`src/rtl/lsu_out_demux.sv`:
```
// Store-side output register bank: decodes a store address to one of eight
// 32-bit registers and merges byte/half/word data into the addressed lanes.
module lsu_out_demux #(
  parameter logic [15:0] BASE_HI = 16'h1000,
  parameter int          SEL_LSB = 12,
  parameter logic [31:0] RST_VAL = 32'h0000_0000
) (
  input  logic        i_clk,
  input  logic        i_reset,
  input  logic        i_st_en,
  input  logic [1:0]  i_st_size,
  input  logic [31:0] i_addr,
  input  logic [31:0] i_st_data,
  output logic [31:0] o_data_0,
  output logic [31:0] o_data_1,
  output logic [31:0] o_data_2,
  output logic [31:0] o_data_3,
  output logic [31:0] o_data_4,
  output logic [31:0] o_data_5,
  output logic [31:0] o_data_6,
  output logic [31:0] o_data_7,
  output logic [31:0] o_rd_data,
  output logic [7:0]  o_wr_pulse,
  output logic        o_misalign,
  output logic        o_err_sticky
);

  logic [31:0] regs [8];
  logic [2:0]  sel;
  logic        hit;
  logic        aligned;
  logic        commit;
  logic        reject;
  logic [3:0]  lane_en;
  logic [31:0] lane_data;
  logic        unused_ok;

  // Only the base field, select field and the low two bits are decoded;
  // everything else in the address aliases.
  assign unused_ok = ^i_addr;

  always_comb begin
    sel       = i_addr[SEL_LSB+2:SEL_LSB];
    hit       = i_st_en && (i_addr[31:16] == BASE_HI);
    aligned   = 1'b0;
    lane_en   = 4'b0000;
    lane_data = i_st_data;
    case (i_st_size)
      2'b00: begin
        aligned   = 1'b1;
        lane_en   = 4'b0001 << i_addr[1:0];
        lane_data = {4{i_st_data[7:0]}};
      end
      2'b01: begin
        aligned   = ~i_addr[0];
        lane_en   = i_addr[1] ? 4'b1100 : 4'b0011;
        lane_data = {2{i_st_data[15:0]}};
      end
      2'b10: begin
        aligned   = (i_addr[1:0] == 2'b00);
        lane_en   = 4'b1111;
      end
      default: begin
        aligned   = 1'b0;
      end
    endcase
    commit = hit && aligned;
    reject = hit && !aligned;
  end

  // Data is replicated across lanes so a per-byte enable picks the right copy.
  always_ff @(posedge i_clk or negedge i_reset) begin
    if (!i_reset) begin
      for (int n = 0; n < 8; n++) regs[n] <= RST_VAL;
      o_wr_pulse   <= 8'b0;
      o_misalign   <= 1'b0;
      o_err_sticky <= 1'b0;
    end else begin
      if (commit) begin
        for (int b = 0; b < 4; b++) begin
          if (lane_en[b]) regs[sel][8*b +: 8] <= lane_data[8*b +: 8];
        end
      end
      o_wr_pulse <= commit ? (8'b0000_0001 << sel) : 8'b0;
      o_misalign <= reject;
      if (reject) o_err_sticky <= 1'b1;
    end
  end

  assign o_rd_data = regs[sel];
  assign o_data_0  = regs[0];
  assign o_data_1  = regs[1];
  assign o_data_2  = regs[2];
  assign o_data_3  = regs[3];
  assign o_data_4  = regs[4];
  assign o_data_5  = regs[5];
  assign o_data_6  = regs[6];
  assign o_data_7  = regs[7];

endmodule
```
`config.mk`:
```
export PLATFORM = sky130hd
export DESIGN_NAME = lsu_out_demux
export DESIGN_NICKNAME = d
export VERILOG_FILES = /design/src/rtl/lsu_out_demux.sv
export SDC_FILE = /design/constraint.sdc
export NUM_CORES = 1
export LEC_CHECK = 0
export BUFFER_PORTS_ARGS = -buffer_cell sky130_fd_sc_hd__buf_2
export CELL_PAD_IN_SITES_DETAIL_PLACEMENT = 0
export CELL_PAD_IN_SITES_GLOBAL_PLACEMENT = 1
export CORE_UTILIZATION = 46
export DETAILED_ROUTE_END_ITERATION = 8
export PLACE_DENSITY_LB_ADDON = 0.25
export SYNTH_ARGS = -nofsm -noshare
export SYNTH_HDL_FRONTEND = slang
export SYNTH_SLANG_ARGS = --single-unit
export TNS_END_PERCENT = 20
```
`constraint.sdc`:
```
create_clock -name i_clk -period 3.9 [get_ports i_clk]
set_input_delay 0.195 -clock i_clk [delete_from_list [all_inputs] [get_ports i_clk]]
set_output_delay 0.195 -clock i_clk [all_outputs]
set_load 0.05 [all_outputs]
```
# Word-level counts from Yosys, hierarchy flattened
# Index checks and enable logic that the tools add are counted.
dict set report word_totals {
  regBits 266
  input_bits 69
  elab_cells 54
}
dict set report op_classes {
  bitwise_logic 2
  shifts 2
  magnitude_cmp 2
  muxes 27
  eq_ne 3
  n_reduce_logical 7
}
# operator n
set op_table {}
lappend op_table {{256-bit 2-to-1 mux} 7}
lappend op_table {{256-bit bitwise mux} 4}
lappend op_table {{32-bit demux with 3-bit select} 4}
lappend op_table {{32-bit binary-select mux with 3-bit select} 1}
lappend op_table {{32-bit 2-to-1 mux} 3}
lappend op_table {{32-bit one-hot mux with 2 select lines} 1}
lappend op_table {{24-bit 2-to-1 mux} 1}
lappend op_table {{16-bit by 13-bit == test with 1-bit output (second input constant)} 1}
lappend op_table {{16-bit 2-to-1 mux} 1}
lappend op_table {{8-bit 2-to-1 mux} 2}
lappend op_table {{4-bit one-hot mux with 3 select lines} 1}
lappend op_table {{1-bit by 3-bit << shifter with 8-bit output (first input constant)} 1}
lappend op_table {{4-bit greater-or-equal comparator (second input constant)} 1}
lappend op_table {{1-bit logical AND} 4}
lappend op_table {{2-bit zero test} 2}
lappend op_table {{4-bit by 1-bit < comparator with 1-bit output (second input constant)} 1}
lappend op_table {{4-bit 2-to-1 mux} 1}
lappend op_table {{3-bit inverter with 4-bit output} 1}
lappend op_table {{1-bit by 2-bit << shifter with 4-bit output (first input constant)} 1}
lappend op_table {{1-bit one-hot mux with 3 select lines} 1}
lappend op_table {{2-bit by 1-bit == test with 1-bit output (second input constant)} 1}
lappend op_table {{2-bit == test (second input constant)} 1}
lappend op_table {{1-bit zero test} 1}
lappend op_table {{1-bit inverter} 1}

# Logic depth before layout (Yosys ltp)
# Gate-level depths: netlist of the first run.
dict set report depth {
  word_depth 16
  ltp_mapped 6
}

# Least setup slack after synthesis of the first run
# No wires, ideal clock.
dict set report synth_timing {
  path_kind {input-to-output}
  start {input i_addr[12]}
  end {output o_rd_data[0]}
  t_arrival_ns 2.032
  slack_ns 1.673
  stages 5
  cell_sequence {clkbuf_1 > buf_1 > buf_2 > mux4_2 > mux2_2}
}
dict set report synth_via {
  elab_chain_cells 4
}
# element line_no
set synth_rtl {}
lappend synth_rtl {{start: declaration} 12} ;# input logic [31:0] i_addr,
lappend synth_rtl {{3-bit inverter with 4-bit output (implied by the code)} 90} ;# assign o_rd_data = regs[sel];
lappend synth_rtl {{32-bit binary-select mux with 3-bit select} 90}
lappend synth_rtl {{32-bit 2-to-1 mux (implied by the code) (2 in series)} 90}
lappend synth_rtl {{end: declaration} 22} ;# output logic [31:0] o_rd_data,
# No other way between the ends. The select of a mux whose other input is x is not followed.

# Worst setup path after layout of the first run
dict set report layout_timing {
  start {input i_addr[12]}
  end {output o_rd_data[20]}
}
# Same word-level chain as after synthesis.

==> results of run 1 <==
==> final cells by class <==
class | instances | share of cell area [%]
flip-flops and latches | 266 | 41.58
multi-input cells | 479 | 37.01
repair buffers | 377 | 12.38
clock buffers | 38 | 5.119
well taps | 341 | 2.665
clock inverters | 14 | 1.149
diodes | 5 | 0.07815
inverters | 1 | 0.02344
==> synthesized netlist by cell type (2+ instances only) <==
master	number
nor4_4	17
nor3_1	10
dfrtp_1	266
nor3_2	12
mux2i_1	8
nand2_1	18
clkbuf_1	13
o21ai_0	8
and3b_1	3
nor3b_1	3
a21oi_2	2
nor3_4	5
buf_2	11
buf_4	2
mux4_2	64
buf_1	12
nor2_1	4
nand4_1	9
mux2_2	304
==> state kept, by name, indices dropped and copies added (netlist names) <==
register      cells
o_data_7         32
o_data_4         32
o_data_3         32
o_misalign        1
o_wr_pulse        8
o_data_0         32
o_data_1         32
o_data_2         32
o_data_6         32
o_err_sticky      1
o_data_5         32
==> worst max path at each step <==
| stage | from | to | slack (ns) | depth (start not counted) |
|---|---|---|---|---|
| after global routing | i_addr[12] | o_rd_data[20] | 0.90 | 5 |
| after global placement | i_addr[29] | o_data_2[30] | 0.85 | 6 |
| after floorplan | i_addr[12] | o_rd_data[0] | 1.67 | 5 |
| after CTS | i_addr[12] | o_rd_data[20] | 1.06 | 5 |
| after detailed placement | i_addr[29] | o_data_4[13] | 0.82 | 6 |
| final | i_addr[12] | o_rd_data[20] | 1.11 | 5 |
==> per-stage QoR <==
step / setup WS (ns) / cell area (µm²) / util, % / hold WS (ns)
6_report: 1.111 / 16010 / 59.24 / 0.1351
5_1_grt: 0.9026 / 16010 / 59.23 / 0.1402
4_1_cts: 1.059 / 16000 / 59.19 / 0.1188
3_5_place_dp: 0.8240 / 14940 / 55.30 / 0.3156
3_3_place_gp: 0.8500 / 14940 / 55.30 / 0.3109
2_1_floorplan: 1.673 / 12740 / - / -0.1006
==> routing by layer <==
metal / wire length (µm) / up-vias / GRT usage (%)
met5: 0 / - / 0
met4: 759 / 0 / 6.759
met3: 1938 / 47 / 3.691
met2: 17820 / 284 / 42.16
met1: 15480 / 4522 / 35.55
li1: - / 3747 / -
==> critical path: cells and delay by family <==
kind | cells | cell delay [ns]
muxes | 2 | 0.87
buffers and inverters | 3 | 1.43
==> power groups by stage <==
stage	clock network [mW]	logic [mW]	registers (mW)
floorplan	0	0.166	2.81
finish	2.83	0.322	2.76
detailed placement	0	0.323	2.81
global placement	0	0.320	2.81
global route	3.00	0.355	2.76
CTS	2.88	0.327	2.76
==> kinds of logic after synthesis <==
kind of cell	share of synthesized area [%]
buf+inv	1.316
mux	38.81
flops	52.24
simple gates	6.737
compound gates	0.8937
==> repair_timing <==
item	CTS	global route
hold buffers	5	0
setup endpoints to repair	0	0
hold endpoints to repair	117	0
==> impl_metrics.toml, run 1 <==
[power]
p_leak_nw = 8.474
p_comb_share_pct = 5.4
power.clock.fraction_pct = 47.8
power_density_mw_per_mm2 = 369.1
power_switching_mw = 1.320
design_power_total_mw = 5.910
seqPwrFrac_pct = 46.7
vdd_drop_max_v = 0.0002502
p_int_mw = 4.590
swShare_pct = 22.33

[logic_synthesis]
netlist_instances = 784
synth_edf_count = 0
synthTopCellsByArea = "dfrtp_1, mux2_2, mux4_2"
ys_warn_count = 0
synth_top_area_share_pct = 52.24
synth.avg_cell_area_um2 = 16.25
synth_fp_nets = 853
synthFlopType = "dfrtp_1"
synthArstFlopShare_pct = 100.0
synth-seq-cells = 266
synth_seq_area_share_pct = 52.24
synth_cell_type_count = 32
synth_top_area_cell = "dfrtp_1"
syn_area_mm2 = 0.01274

[die]
rows = 60
num_io_pins = 367
start_util_pct = 47.14
die_y_um = 168.4
chipWidth_um = 168.4
die-area_mm2 = 0.02837
coreArea_mm2 = 0.02703

[min_path]
whs_endpoint = "o_data_2[6]"
hp-class = "primary input to flip-flop"
hold_depth = 2
min-delay-start = "i_st_data[6]"

[critical_path]
crit_type = "primary input to output pin"
rrSetupSlack_ns = 3.09
cp.required_ns = 3.70
crit_path_frequent_cell = "buf_4"
r2r_start = "o_data_5[6]"
slowest_stage = "buf_4"
worstPathCellList = "buf_4 > buf_4 > mux4_2 > mux2_2 > buf_2"
cp-start-kind = "primary input"
r2r_cells = 1
critPathMaxStageDelay_ns = 0.61
cp-end-kind = "output pin"
cp_max_fo = 43
worstPathArrival_ns = 2.59
r2r-end = "o_data_5[6]"

[clock_tree]
cts-resized-gates = 0
cts_setup_buffers = 0
path_clk_slew_ns = 0.06
cts_tree = "yes"
clock-sinks = 266
cts_max_level = 1
clockRootBuffer = "clkbuf_16"
numCtsBuffers = 29
clockBufferDepth = 3
insertion_delay_ns = 0.52

[timing]
finalSetupViolCount = 0
final.period_utilization_pct = 71.51
finalHoldViolCount = 0
worst_slew_pin_slew_ns = 1.148
relSlewSlack_pct = 23.12
grt_setup_unrepaired = "false"
fin_tns_setup_ns = 0
finClkSkew_ns = 0
slew_viol_final = 0
fmax_ghz = 0.3586
finalCriticalPeriod_ns = 2.789

[detailed_routing]
drt_first_pass_iters = 4
vias = 8600
drt_iter0_drc = 535
wl_mm = 36.00
ant_nets = 0
vias_per_cell = 5.654
drc = 0
wl_per_cell_um = 23.67

[global_route]
grt_pass1_wl_mm = 54.45
grt-ovfl-total = 0
grt_max_degree = 113
grt_usage_pct = 25.55
grt_pass1_vias = 8608
antenna_found_initial = 6

[final_layout]
final_nets = 1223
fill_cells = 2215
final_common_cell = "buf_2"
multiInputGateArea_mm2 = 0.005926
drive_gt1_share_pct = 70.64
regArea_mm2 = 0.006656
syn_to_final_growth_pct = 25.66
layout.cells.most_common_list = "buf_2, mux2_2, dfrtp_1"
stdcell_count = 1521

[place]
placedCellCount = 1459
port_buffers = 355
dp_hpwl_mm = 25.31
place_congestion = 0.7901

[status]
outcome = "completed"

[job]
maxCapViolations = 0
Note: power is estimated with default switching activity, not from simulation.
==> run 2: changes to the inputs <==
- ABC_AREA: unset -> 1
- CORE_UTILIZATION: 46 -> 34
- clock period: 3.9 -> 2.53 ns (I/O delays scaled with it)
==> impl_metrics.toml, run 2 <==
[detailed_routing]
drt_iter0_drc = 1269
met1_length_mm = 27.03
ant_nets = 0
vias_per_cell = 5.386
routed.top_layer = "met5"
vias = 14690
wl_per_cell_um = 21.45
met2_length_mm = 26.54
wl_mm = 58.53
drc = 0
wl_met3_mm = 3.693
drt_first_pass_iters = 7

[logic_synthesis]
ys_warn_count = 0
synthTopCellsByArea = "dfrtp_1, nand2_1, nand4_1"
synth_seq_area_share_pct = 47.79
synthArstFlopShare_pct = 100.0
yosys.cell_count.top_type = "nand2_1"
synth_common_cells = "nand2_1, dfrtp_1, nand4_1, nor2_1, nand3_1"
synth.avg_cell_area_um2 = 7.484
synth-seq-cells = 266
synth_top_area_share_pct = 47.79
synth_edf_count = 0
synth_fp_nets = 1930
synth_cell_type_count = 25
syn_area_mm2 = 0.01393
netlist_instances = 1861
synthFlopType = "dfrtp_1"
synth_top_area_cell = "dfrtp_1"

[job]
maxCapViolations = 0

[timing]
finClkSkew_ns = 0
finalHoldViolCount = 0
fin_ws_ns = 0.3636
slew_viol_final = 0
fin_tns_setup_ns = 0
relSlewSlack_pct = 54.96
fin_hold_ws_ns = 0.01246
finalSetupViolCount = 0
grt_setup_unrepaired = "false"
fmax_ghz = 0.4616
finalCriticalPeriod_ns = 2.166
final.period_utilization_pct = 85.63
worst_slew_pin_slew_ns = 0.6731

[global_route]
grt-ovfl-total = 0
grt_pass1_vias = 13860
antenna_found_initial = 6
grt_pass1_wl_mm = 87.55
grt_usage_pct = 27.69
grt_max_degree = 67

[power]
design_power_total_mw = 9.465
p_leak_nw = 9.604
vdd_drop_max_v = 0.0004599
power_density_mw_per_mm2 = 545.6

[die]
coreArea_mm2 = 0.04010
chipWidth_um = 204.4
die-area_mm2 = 0.04178
die_y_um = 204.4
start_util_pct = 34.74
num_io_pins = 367
rows = 73

[final_layout]
final_nets = 2247
drive_gt1_share_pct = 22.91
multiInputGateArea_mm2 = 0.006533
fill_cells = 4228
syn_to_final_growth_pct = 24.55
final_common_cell = "nand2_1"
layout.cells.most_common_list = "nand2_1, buf_2, dfrtp_1"
regArea_mm2 = 0.006656

[critical_path]
crit_type = "primary input to output pin"
crit_path_frequent_cell = "buf_2"
cp.required_ns = 2.40
cp_max_fo = 42
worstPathCellList = "buf_2 > nand2_2 > inv_2 > buf_12 > nand2_1 > nand4_1 > nor2_1 > a31oi_1 > buf_2"
critPathMaxStageDelay_ns = 0.39
worstPathArrival_ns = 2.04
cp-start-kind = "primary input"
slowest_stage = "buf_2"
cp-end-kind = "output pin"

[place]
pre_cts_slack_ns = 0.2321
dp_hpwl_mm = 41.45
place_congestion = 0.8507
port_buffers = 355

[clock_tree]
numCtsBuffers = 29
cts_tree = "yes"
clockRootBuffer = "clkbuf_16"
clockBufferDepth = 3
cts_setup_buffers = 0
path_clk_slew_ns = 0.06
clock-sinks = 266
insertion_delay_ns = 0.56
cts_max_level = 1

[min_path]
hp-class = "primary input to flip-flop"

[status]
outcome = "completed"
-- run 2: changes by cell type after synthesis, sizes merged, moves of 17 or more --
cell,previous run,this run
a22oi,0,37
a31oi,0,25
buf,25,79
clkbuf,13,53
inv,1,35
mux2,304,0
mux4,64,0
nand2,18,877
nand3,0,82
nand4,9,241
nor2,4,136
nor3,27,0
nor4,17,0
-- run 2: routing by layer --
| metal | GRT usage, % | up-vias |
|---|---|---|
| li1 | - | 6878 |
| met1 | 40.75 | 7155 |
| met2 | 42.93 | 562 |
| met3 | 3.221 | 91 |
| met4 | 7.010 | 6 |
| met5 | 0 | - |
-- run 2: timing repair --
item	in CTS	in global routing
gates resized for setup	0	0
hold buffers	7	0
hold endpoints to repair	151	0
-- run 2: worst paths after layout --
| kind | to | startpoint | cells after the start | slack [ns] |
|---|---|---|---|---|
| min in group asynchronous | o_data_1[6] | i_reset | 2 | 0.10 |
| worst max-delay path | o_rd_data[6] | i_addr[12] | 9 | 0.36 |
| worst min register to register | o_err_sticky | o_err_sticky | 1 | 0.46 |
| max in group asynchronous | o_data_3[5] | i_reset | 3 | 1.61 |
| worst max register to register | o_err_sticky | o_err_sticky | 1 | 1.76 |
| worst min-delay path | o_misalign | i_addr[31] | 4 | 0.01 |
-- run 2: area by class of cell --
class	instances	share of cell area (%)
multi-input combinational	1428	37.66
timing repair buffer	418	13.99
clock inverter	7	0.3823
inverter	35	0.7573
sequential	266	38.37
clock buffer	46	5.013
antenna	3	0.04327
tap	525	3.787
-- run 2: worst max-delay path: cells and delay by family --
kind / cells / cell delay [ns]
AND/OR/NAND/NOR: 4 / 0.43
buffers and inverters: 4 / 1.23
AO/OA/AOI/OAI: 1 / 0.23
-- run 2: cell families after synthesis --
group	after synthesis	share of synthesized area, %
simple gates	1338	41.99
flops	266	47.79
buf+inv	167	5.606
compound gates	90	4.617
-- run 2: power breakdown --
| group | switching (mW) | internal (mW) |
|---|---|---|
| registers | 0.0000361 | 4.25 |
| logic | 0.773 | 0.187 |
| clock network | 1.81 | 2.44 |
-- run 2: through the flow --
step           instance area [µm²]  cells  utilization [%]
3_5_place_dp                 16330   2665            40.74
2_1_floorplan                13930   1861                -
3_3_place_gp                 16330   2665            40.74
5_1_grt                      17340   2726            43.25
6_report                     17350   2728            43.26
4_1_cts                      17340   2725            43.25
==> run 3: changes to the inputs <==
- PLACE_DENSITY: unset -> 0.72
- PLACE_DENSITY_LB_ADDON: 0.25 -> unset
==> impl_metrics.toml, run 3 (synthesis gave the netlist of run 2 again) <==
[timing]
grt_setup_unrepaired = "false"
final.period_utilization_pct = 79.55
fmax_ghz = 0.4968
slew_viol_final = 0
finalHoldViolCount = 0
worst_slew_pin_slew_ns = 0.5795
fin_hold_ws_ns = 0.02033
finClkSkew_ns = 0
relSlewSlack_pct = 61.22
finalSetupViolCount = 0
fin_tns_setup_ns = 0
finalCriticalPeriod_ns = 2.013

[place]
dp_hpwl_mm = 42.04
place_congestion = 0.8543
port_buffers = 355

[critical_path]
worstPathArrival_ns = 1.89
cp.required_ns = 2.40
crit_type = "primary input to output pin"
cp_max_fo = 27
cp-end-kind = "output pin"
cp-start-kind = "primary input"

[global_route]
grt_max_degree = 67
grt_pass1_vias = 14040
grt_pass1_wl_mm = 88.93
antenna_found_initial = 8
grt-ovfl-total = 0
grt_usage_pct = 28.18

[die]
die-area_mm2 = 0.04178
chipWidth_um = 204.4
rows = 73
coreArea_mm2 = 0.04010
num_io_pins = 367
die_y_um = 204.4
start_util_pct = 34.74

[clock_tree]
cts_tree = "yes"
cts_setup_buffers = 0
path_clk_slew_ns = 0.06
clock-sinks = 266
numCtsBuffers = 30
clockRootBuffer = "clkbuf_16"
cts_max_level = 1
insertion_delay_ns = 0.57
clockBufferDepth = 3

[detailed_routing]
vias_per_cell = 5.430
ant_nets = 0
vias = 14870
drt_first_pass_iters = 7
wl_mm = 59.42
wl_per_cell_um = 21.70
drt_iter0_drc = 1236
drc = 0

[final_layout]
post-route-util_pct = 43.52
syn_to_final_growth_pct = 25.30
final_common_cell = "nand2_1"
layout.cells.most_common_list = "nand2_1, buf_2, dfrtp_1"
drive_gt1_share_pct = 23.22
final_nets = 2257

[job]
maxCapViolations = 0

[min_path]
hp-class = "primary input to flip-flop"

[status]
outcome = "completed"

[power]
power_density_mw_per_mm2 = 550.8
vdd_drop_max_v = 0.0005122
p_leak_nw = 9.663
-- run 3: where the power goes --
| part | internal, mW | switching, mW |
|---|---|---|
| combinational | 0.189 | 0.786 |
| sequential | 4.25 | 0.0000355 |
| clock | 2.58 | 1.80 |
-- run 3: final timing paths --
| kind | startpoint | to | slack [ns] | cells after the start |
|---|---|---|---|---|
| worst max-delay path | i_addr[12] | o_rd_data[10] | 0.52 | 9 |
| worst min-delay path | i_st_data[5] | o_data_0[5] | 0.02 | 3 |
| worst max register to register | o_err_sticky | o_err_sticky | 1.75 | 1 |
| worst min register to register | o_err_sticky | o_err_sticky | 0.47 | 1 |
| max in group asynchronous | i_reset | o_data_0[29] | 1.57 | 3 |
| min in group asynchronous | i_reset | o_data_2[2] | 0.09 | 2 |
-- run 3: metal layers --
layer  up-vias  track usage (%)  part of all wire [%]
met1      7249            40.54                    45
met2       628            42.66                    45
met4         6            9.701                   2.9
met3       103            4.528                   7.0
li1       6888                -                     -
met5         -                0                 0.071
-- run 3: worst max-delay path, stage by stage --
cell and delay, ns:
buf_2 0.25, nand2_2 0.22, inv_2 0.13, buf_4 0.37, a22oi_1 0.21, nand3_1 0.12, nand2_1 0.05, o21ai_0 0.09
buf_2 0.29
-- run 3: timing repair --
action                                 4_1_cts  5_1_grt
gates resized for setup                      0        0
endpoints found under the hold margin      162        0
hold buffers                                 6        0
-- run 3: metrics by stage --
step / instance area [µm²] / std cells / setup slack [ns] / power [mW]
5_1_grt: 17450 / 2737 / 0.4132 / 9.908
6_report: 17450 / 2739 / 0.5173 / 9.613
3_5_place_dp: 16410 / 2675 / 0.3982 / 5.291
4_1_cts: 17440 / 2734 / 0.4941 / 9.669
3_3_place_gp: 16410 / 2675 / 0.4685 / 5.285
2_1_floorplan: 13930 / 1861 / 0.3046 / 4.844
-- run 3: layout make-up --
type                    instances  area (µm²)
diodes                          5       12.51
clock buffers                  46       882.1
clock inverters                 7       87.58
fillers                      4161       22650
inverters                      35       131.4
multi-input cells            1428        6533
flip-flops and latches        266        6656
well taps                     525       656.9
repair buffers                427        2492
